`src/rtl/regfile_pkg.sv`:
```
// regfile_pkg
// Shared helpers for the parametrised register file.
//   clog2        : address width from a register count
//   be_width     : number of byte lanes in a data word
//   merge_lane   : one byte lane of a dual-port write (port 2 has priority)
//   lane_visible : whether a byte lane survives the low-byte read extraction
// Ports: none (package).
package regfile_pkg;

    // Ceiling log2, evaluated at elaboration time for address widths.
    function automatic int clog2(input int value);
        int result;
        result = 0;
        for (int i = 0; i < 32; i++) begin
            if ((1 << result) < value) begin
                result = result + 1;
            end
        end
        return result;
    endfunction

    // One write-enable bit per byte of the data word.
    function automatic int be_width(input int data_w);
        return data_w / 8;
    endfunction

    // Merge one byte lane: keep the old byte unless a port enables the lane.
    // Port 2 is applied last so it wins when both ports enable the same lane.
    function automatic logic [7:0] merge_lane(
        input logic [7:0] old_byte,
        input logic [7:0] new_1,
        input logic       be_1,
        input logic [7:0] new_2,
        input logic       be_2
    );
        logic [7:0] result;
        result = old_byte;
        if (be_1) begin
            result = new_1;
        end
        if (be_2) begin
            result = new_2;
        end
        return result;
    endfunction

    // Low-byte reads keep lane 0 only; full reads keep every lane.
    function automatic logic lane_visible(input int lane, input logic low_byte);
        return !low_byte || (lane == 0);
    endfunction

endpackage

```
`src/rtl/regfile_scoreboard.sv`:
```
// regfile_scoreboard
// Busy scoreboard for write-back hazard tracking.
//   clk, rst (async, active-low)
//   wr_any_1/2, wr_addr_1/2 : a port is writing at least one lane of wr_addr
//   rsv_en, rsv_addr        : reserve a register (mark busy until written)
//   busy                    : registered busy vector, one bit per register
//   rsv_err                 : one-cycle pulse after reserving an already-busy register
module regfile_scoreboard #(
    parameter int NUM_REGS = 16,
    parameter int AW       = 4
) (
    input  logic                clk,
    input  logic                rst,
    input  logic                wr_any_1,
    input  logic [AW-1:0]       wr_addr_1,
    input  logic                wr_any_2,
    input  logic [AW-1:0]       wr_addr_2,
    input  logic                rsv_en,
    input  logic [AW-1:0]       rsv_addr,
    output logic [NUM_REGS-1:0] busy,
    output logic                rsv_err
);

    logic [NUM_REGS-1:0] set_vec;
    logic [NUM_REGS-1:0] clr_vec;

    // Decode this cycle's reservation and write-back clears per register.
    always_comb begin
        set_vec = '0;
        clr_vec = '0;
        for (int r = 0; r < NUM_REGS; r++) begin
            set_vec[r] = rsv_en && (rsv_addr == AW'(r));
            clr_vec[r] = (wr_any_1 && (wr_addr_1 == AW'(r))) ||
                         (wr_any_2 && (wr_addr_2 == AW'(r)));
        end
    end

    // Set is applied after clear so a new reservation beats a same-cycle
    // write-back. An error is flagged only when the target stays busy
    // from an earlier reservation, i.e. it was not freed this cycle.
    always_ff @(posedge clk or negedge rst) begin
        if (!rst) begin
            busy    <= '0;
            rsv_err <= 1'b0;
        end else begin
            busy    <= (busy & ~clr_vec) | set_vec;
            rsv_err <= rsv_en && busy[rsv_addr] && !clr_vec[rsv_addr];
        end
    end

endmodule

```
`src/rtl/regfile_param.sv`:
```
// regfile_param
// Parametrised two-write / two-read register file with per-byte write
// enables, low-byte read extraction, a link-register read port and a busy
// scoreboard.
//   clk, rst (async, active-low)
//   wr_en/wr_addr/wr_data/wr_be _1/_2 : write ports, port 2 wins per lane
//   rd_addr/rd_low_byte _1/_2         : read ports
//   rd_data/rd_busy _1/_2             : read data and busy of addressed register
//   rd_data_link                      : full contents of LINK_REG
//   rsv_en/rsv_addr, rsv_err, busy    : reservation scoreboard
// Optional feature: define REGFILE_BYPASS_EN to forward same-cycle write
// data (and write-back busy clears) to the read ports.
module regfile_param
    import regfile_pkg::*;
#(
    parameter  int DATA_W   = 16,
    parameter  int NUM_REGS = 16,
    parameter  int LINK_REG = 15,
    localparam int AW       = clog2(NUM_REGS),
    localparam int BE_W     = be_width(DATA_W)
) (
    input  logic                clk,
    input  logic                rst,
    input  logic                wr_en_1,
    input  logic [AW-1:0]       wr_addr_1,
    input  logic [DATA_W-1:0]   wr_data_1,
    input  logic [BE_W-1:0]     wr_be_1,
    input  logic                wr_en_2,
    input  logic [AW-1:0]       wr_addr_2,
    input  logic [DATA_W-1:0]   wr_data_2,
    input  logic [BE_W-1:0]     wr_be_2,
    input  logic [AW-1:0]       rd_addr_1,
    input  logic                rd_low_byte_1,
    output logic [DATA_W-1:0]   rd_data_1,
    output logic                rd_busy_1,
    input  logic [AW-1:0]       rd_addr_2,
    input  logic                rd_low_byte_2,
    output logic [DATA_W-1:0]   rd_data_2,
    output logic                rd_busy_2,
    output logic [DATA_W-1:0]   rd_data_link,
    input  logic                rsv_en,
    input  logic [AW-1:0]       rsv_addr,
    output logic                rsv_err,
    output logic [NUM_REGS-1:0] busy
);

    logic [DATA_W-1:0] regs      [NUM_REGS];
    logic [DATA_W-1:0] next_regs [NUM_REGS];
    logic [BE_W-1:0]   be_hit_1  [NUM_REGS];
    logic [BE_W-1:0]   be_hit_2  [NUM_REGS];
    logic [DATA_W-1:0] raw_1;
    logic [DATA_W-1:0] raw_2;
    logic [DATA_W-1:0] raw_link;

    // Full-word lane merge built from the per-lane package helper.
    function automatic logic [DATA_W-1:0] merge_word(
        input logic [DATA_W-1:0] old_word,
        input logic [DATA_W-1:0] new_1,
        input logic [BE_W-1:0]   be_1,
        input logic [DATA_W-1:0] new_2,
        input logic [BE_W-1:0]   be_2
    );
        logic [DATA_W-1:0] result;
        result = old_word;
        for (int k = 0; k < BE_W; k++) begin
            result[8*k +: 8] = merge_lane(old_word[8*k +: 8], new_1[8*k +: 8], be_1[k],
                                          new_2[8*k +: 8], be_2[k]);
        end
        return result;
    endfunction

    // Zero every lane above lane 0 when a low-byte read is requested.
    function automatic logic [DATA_W-1:0] extract_word(
        input logic [DATA_W-1:0] data,
        input logic              low_byte
    );
        logic [DATA_W-1:0] result;
        result = '0;
        for (int k = 0; k < BE_W; k++) begin
            result[8*k +: 8] = lane_visible(k, low_byte) ? data[8*k +: 8] : 8'h00;
        end
        return result;
    endfunction

    // Per-register effective byte enables, and the value each register will
    // hold after the edge. A zero enable mask leaves the register unchanged,
    // so next_regs doubles as the bypass source.
    always_comb begin
        for (int r = 0; r < NUM_REGS; r++) begin
            be_hit_1[r]  = (wr_en_1 && (wr_addr_1 == AW'(r))) ? wr_be_1 : '0;
            be_hit_2[r]  = (wr_en_2 && (wr_addr_2 == AW'(r))) ? wr_be_2 : '0;
            next_regs[r] = merge_word(regs[r], wr_data_1, be_hit_1[r], wr_data_2, be_hit_2[r]);
        end
    end

    // Storage array; reset clears it immediately and discards any write
    // presented during the reset.
    always_ff @(posedge clk or negedge rst) begin
        if (!rst) begin
            regs <= '{default: '0};
        end else begin
            regs <= next_regs;
        end
    end

    regfile_scoreboard #(
        .NUM_REGS (NUM_REGS),
        .AW       (AW)
    ) u_scoreboard (
        .clk       (clk),
        .rst       (rst),
        .wr_any_1  (wr_en_1 && (wr_be_1 != '0)),
        .wr_addr_1 (wr_addr_1),
        .wr_any_2  (wr_en_2 && (wr_be_2 != '0)),
        .wr_addr_2 (wr_addr_2),
        .rsv_en    (rsv_en),
        .rsv_addr  (rsv_addr),
        .busy      (busy),
        .rsv_err   (rsv_err)
    );

`ifdef REGFILE_BYPASS_EN
    // Read sources come from the post-write values, so a same-cycle write is
    // visible immediately with port 2 priority per lane.
    always_comb begin
        raw_1    = next_regs[rd_addr_1];
        raw_2    = next_regs[rd_addr_2];
        raw_link = next_regs[LINK_REG];
    end

    // A register being written back reads as free this cycle unless it is
    // simultaneously re-reserved.
    always_comb begin
        rd_busy_1 = busy[rd_addr_1] &&
                    (((be_hit_1[rd_addr_1] == '0) && (be_hit_2[rd_addr_1] == '0)) ||
                     (rsv_en && (rsv_addr == rd_addr_1)));
        rd_busy_2 = busy[rd_addr_2] &&
                    (((be_hit_1[rd_addr_2] == '0) && (be_hit_2[rd_addr_2] == '0)) ||
                     (rsv_en && (rsv_addr == rd_addr_2)));
    end
`else
    // Read sources are the stored array only.
    always_comb begin
        raw_1    = regs[rd_addr_1];
        raw_2    = regs[rd_addr_2];
        raw_link = regs[LINK_REG];
    end

    // Busy lookups straight from the registered scoreboard.
    always_comb begin
        rd_busy_1 = busy[rd_addr_1];
        rd_busy_2 = busy[rd_addr_2];
    end
`endif

    // Read outputs are forced to zero while reset is held so forwarded
    // write data cannot leak out during reset.
    always_comb begin
        rd_data_1    = rst ? extract_word(raw_1, rd_low_byte_1) : '0;
        rd_data_2    = rst ? extract_word(raw_2, rd_low_byte_2) : '0;
        rd_data_link = rst ? raw_link : '0;
    end

endmodule

```
`config.mk`:
```
export PLATFORM = sky130hd
export DESIGN_NAME = regfile_param
export DESIGN_NICKNAME = d
export VERILOG_FILES = /design/src/rtl/regfile_pkg.sv /design/src/rtl/regfile_scoreboard.sv /design/src/rtl/regfile_param.sv
export SDC_FILE = /design/constraint.sdc
export NUM_CORES = 1
export LEC_CHECK = 0
export BUFFER_PORTS_ARGS = -buffer_cell sky130_fd_sc_hd__buf_4
export CAP_MARGIN = 10
export CORE_AREA = 10 10 165 229
export DETAILED_ROUTE_END_ITERATION = 8
export DIE_AREA = 0 0 175 239
export PLACE_DENSITY_LB_ADDON = 0.05
export REMOVE_ABC_BUFFERS = 1
export SETUP_SLACK_MARGIN = 0.4
export SYNTH_ARGS = -nofsm -noshare
export SYNTH_HDL_FRONTEND = slang
export SYNTH_HIERARCHICAL = 1
export SYNTH_SLANG_ARGS = --single-unit
```
`constraint.sdc`:
```
create_clock -name clk -period 2.08 [get_ports clk]
set_input_delay 0.416 -clock clk [delete_from_list [all_inputs] [get_ports clk]]
set_output_delay 0.416 -clock clk [all_outputs]
set_load 0.005 [all_outputs]
```
==> flow_summary.yaml <==
outcome:
  status: "finished with violations"
  violations: "setup timing"
pwr:
  power_density_nw_per_um2: 861
  seq_power_share_pct: 38.3
  pwr-share-comb_pct: 33.8
  power.leakage_nw: 10.9
  vdd_drop_max_mv: 0.758
  clkPwrFrac_pct: 27.9
  p_sw_mw: 6.80
  swShare_pct: 32.7
  p_int_mw: 14.0
sta:
  min_period_over_period_pct: 123
  fin_ws_ns: -0.482
  fmaxAchievable_mhz: 390
  slew_headroom_pct: 38.5
  period_minus_slack_ns: 2.56
  setup_viol: 35
  finClkSkew_ns: 0.00489
  fin_setup_tns_ns: -9.24
  tightest_slew_ns: 0.923
  slew_violations: 0
  rsz0062_at_grt: "true"
  hold_viol: 0
clocking:
  clk_latency_ns: 0.58
  cts_made_buffers: 30
  cts_sinks: 273
  htreeDepth: 1
  cts_root_buf: "clkbuf_16"
  cts.clk_slew.worst_paths_ns: 0.06
  cts_tree: "yes"
  cts_buffer_depth: 3
floorplanning:
  initial_core_util_pct: 55.1
  rows: 80
  dieArea_sq_um: 41800
  die_height_microns: 239
  core_area_sq_um: 33600
  die_w_microns: 175
  num_io_pins: 130
global_route:
  grt_pass1_wl_microns: 105000
  gr-total-overflow: 0
  grt_pass1_vias: 17200
  track_usage_pct: 32.7
  grtUsageMet1_pct: 37.2
  use_met2_pct: 56.3
  grt_max_degree: 69
  antenna_found_initial: 1
  grt_util_met3_pct: 4.60
  grt.busiest_layer: "met2"
yosys:
  yosys_register_bits: 273
  yosys_warnings: 6
  synthesis.area_sq_um: 18500
  synth-async-reset-ratio_pct: 100
  yosysUniqueCellTypes: 82
  ys_seq_area_share_pct: 36.8
  synth_edf_count: 0
  synth.avg_cell_area_sq_um: 9.96
  synthCells: 1862
  ys.flop_type: "dfrtp_1"
drt:
  drtIter0Drc: 1811
  wl_microns: 70400
  vias_per_cell: 6.47
  dr.pass1.iters: 7
  vias: 17300
  drt-wirelength-per-cell_microns: 26.3
  ant_nets: 0
  drc: 0
setup_path:
  cp_num_buf_inv: 1
  crit_top_cell: "mux4_2"
  cpPeakStageDelay_ns: 0.50
  cp-end-kind: "output port"
  cp_max_fo: 4
  crit_chain: "mux4_2 -> mux4_2 -> buf_6"
  crit_required_ns: 1.66
  crit_slowest_cell: "mux4_2"
  worstPathArrival_ns: 2.15
  critPathTopFamily: "multiplexers"
  path_class: "reg -> out"
  crit_path_start_kind: "flip-flop"
layout:
  syn_to_final_growth_pct: 30.5
  fin_nets: 2263
  diodes: 0
  final_util_pct: 71.9
  nFillCells: 2554
  postLayoutCellArea_sq_um: 24200
  drive_above_1_share_pct: 32.4
placed_design:
  dp_slack_ns: -0.386
  dp_hpwl_microns: 49500
  numPortBuffers: 129
  place_congestion: 1.00
  dpl-instance-area_sq_um: 21500
worst_hold_path:
  hp-class: "in -> async"
run:
  max_cap_viol_count: 0
[cell families (layout without fill, tap and decap cells)]
group	count (synthesis)	after routing	synth area share, %
muxes	470	470	29.3
and+or+nand+nor	508	508	14.6
AOI/OAI and AO/OA	445	445	14.9
DFF	273	273	36.8
buffers and inverters	166	528	4.32
[cell usage after synthesis (7+ instances only)]
cell	number	area share, %
a221oi_1	9	0.43
clkbuf_1	71	1.4
o21ai_0	109	2.9
buf_1	12	0.24
and2_1	28	0.94
and3b_1	8	0.38
nand2b_1	17	0.57
nor2_1	159	3.2
buf_4	14	0.57
buf_2	46	1.2
a22o_1	15	0.71
nand2_1	166	3.4
o22ai_1	15	0.51
a22oi_1	72	2.9
o21ai_1	29	0.78
dfrtp_1	273	37
a221o_1	11	0.59
mux2i_1	409	22
nor2b_1	15	0.51
nand3_1	27	0.73
nor2_4	13	0.79
a21o_1	7	0.28
a21oi_1	139	3.8
inv_1	13	0.26
and3_1	8	0.27
mux4_2	56	6.8
[stage by stage]
stage	hold WS (ns)	cells	total power [mW]
final	0.116	2675	20.8
after global routing	0.136	2675	21.7
after CTS	0.119	2653	20.3
after detailed placement	0.409	2525	13.6
after global placement	0.414	2525	13.4
after floorplan	0.120	1711	10.7
[metal layers]
layer / up-vias / part of all wire (%)
met2: 915 / 50
li1: 7567 / -
met4: 2 / 7.2
met1: 8556 / 36
met3: 254 / 6.6
met5: - / 0.017
[tightest hold or removal path: stages]
cell    delay (ns)
buf_8         0.12
buf_12        0.13
buf_12        0.17
buf_12        0.23
[cells in the final DEF (no fill, tap or decap), drive strengths merged, types with 51 or more instances in the layout]
cell	instances
buf	456
mux2i	409
dfrtp	273
nor2	180
nand2	170
a21oi	139
o21ai	138
a22oi	72
mux4	58
clkbuf	51
[layout make-up]
type	instances	area (sq um)	share of cell area (%)
clock buffers	51	961	3.97
clock inverters	5	103	0.424
inverters	15	56.3	0.233
multi-input cells	1423	11400	47.3
flip-flops and latches	273	6840	28.3
well taps	451	564	2.33
repair buffers	457	4230	17.5
[power groups by stage]
stage               Sequential [mW]  Clock (mW)  Combinational [mW]
finish                         7.98        5.82                7.03
global route                   8.08        6.07                7.54
CTS                            7.88        5.84                6.55
detailed placement             8.01           0                5.59
global placement               7.95           0                5.44
floorplan                      7.59           0                3.13
[state kept, by name, summed over array words and instances, names as in the netlist]
name,cells
raw_link,16
regs,240
u_scoreboard/busy,16
u_scoreboard/rsv_err,1
[worst paths after layout]
check	slack, ns	end	depth (start not counted)	start
worst max-delay path	-0.48	rd_busy_1	3	u_scoreboard/busy[10]
min in group clk	0.14	u_scoreboard/rsv_err	2	rsv_addr[2]
worst min register to register	0.51	regs[20]	1	regs[20]
worst min-delay path	0.12	raw_link[11]	4	rst
worst max register to register	-0.10	u_scoreboard/rsv_err	7	u_scoreboard/busy[3]
max in group asynchronous	1.23	u_scoreboard/busy[0]	4	rst
[timing repair]
action,4_1_cts,5_1_grt
endpoints found under the setup margin,53,65
hold endpoints to repair,46,0
pin swaps,29,22
hold buffers,2,0
buffers inserted,70,22
gates resized for setup,165,75
No activity file was read; power rests on OpenSTA's default activity.
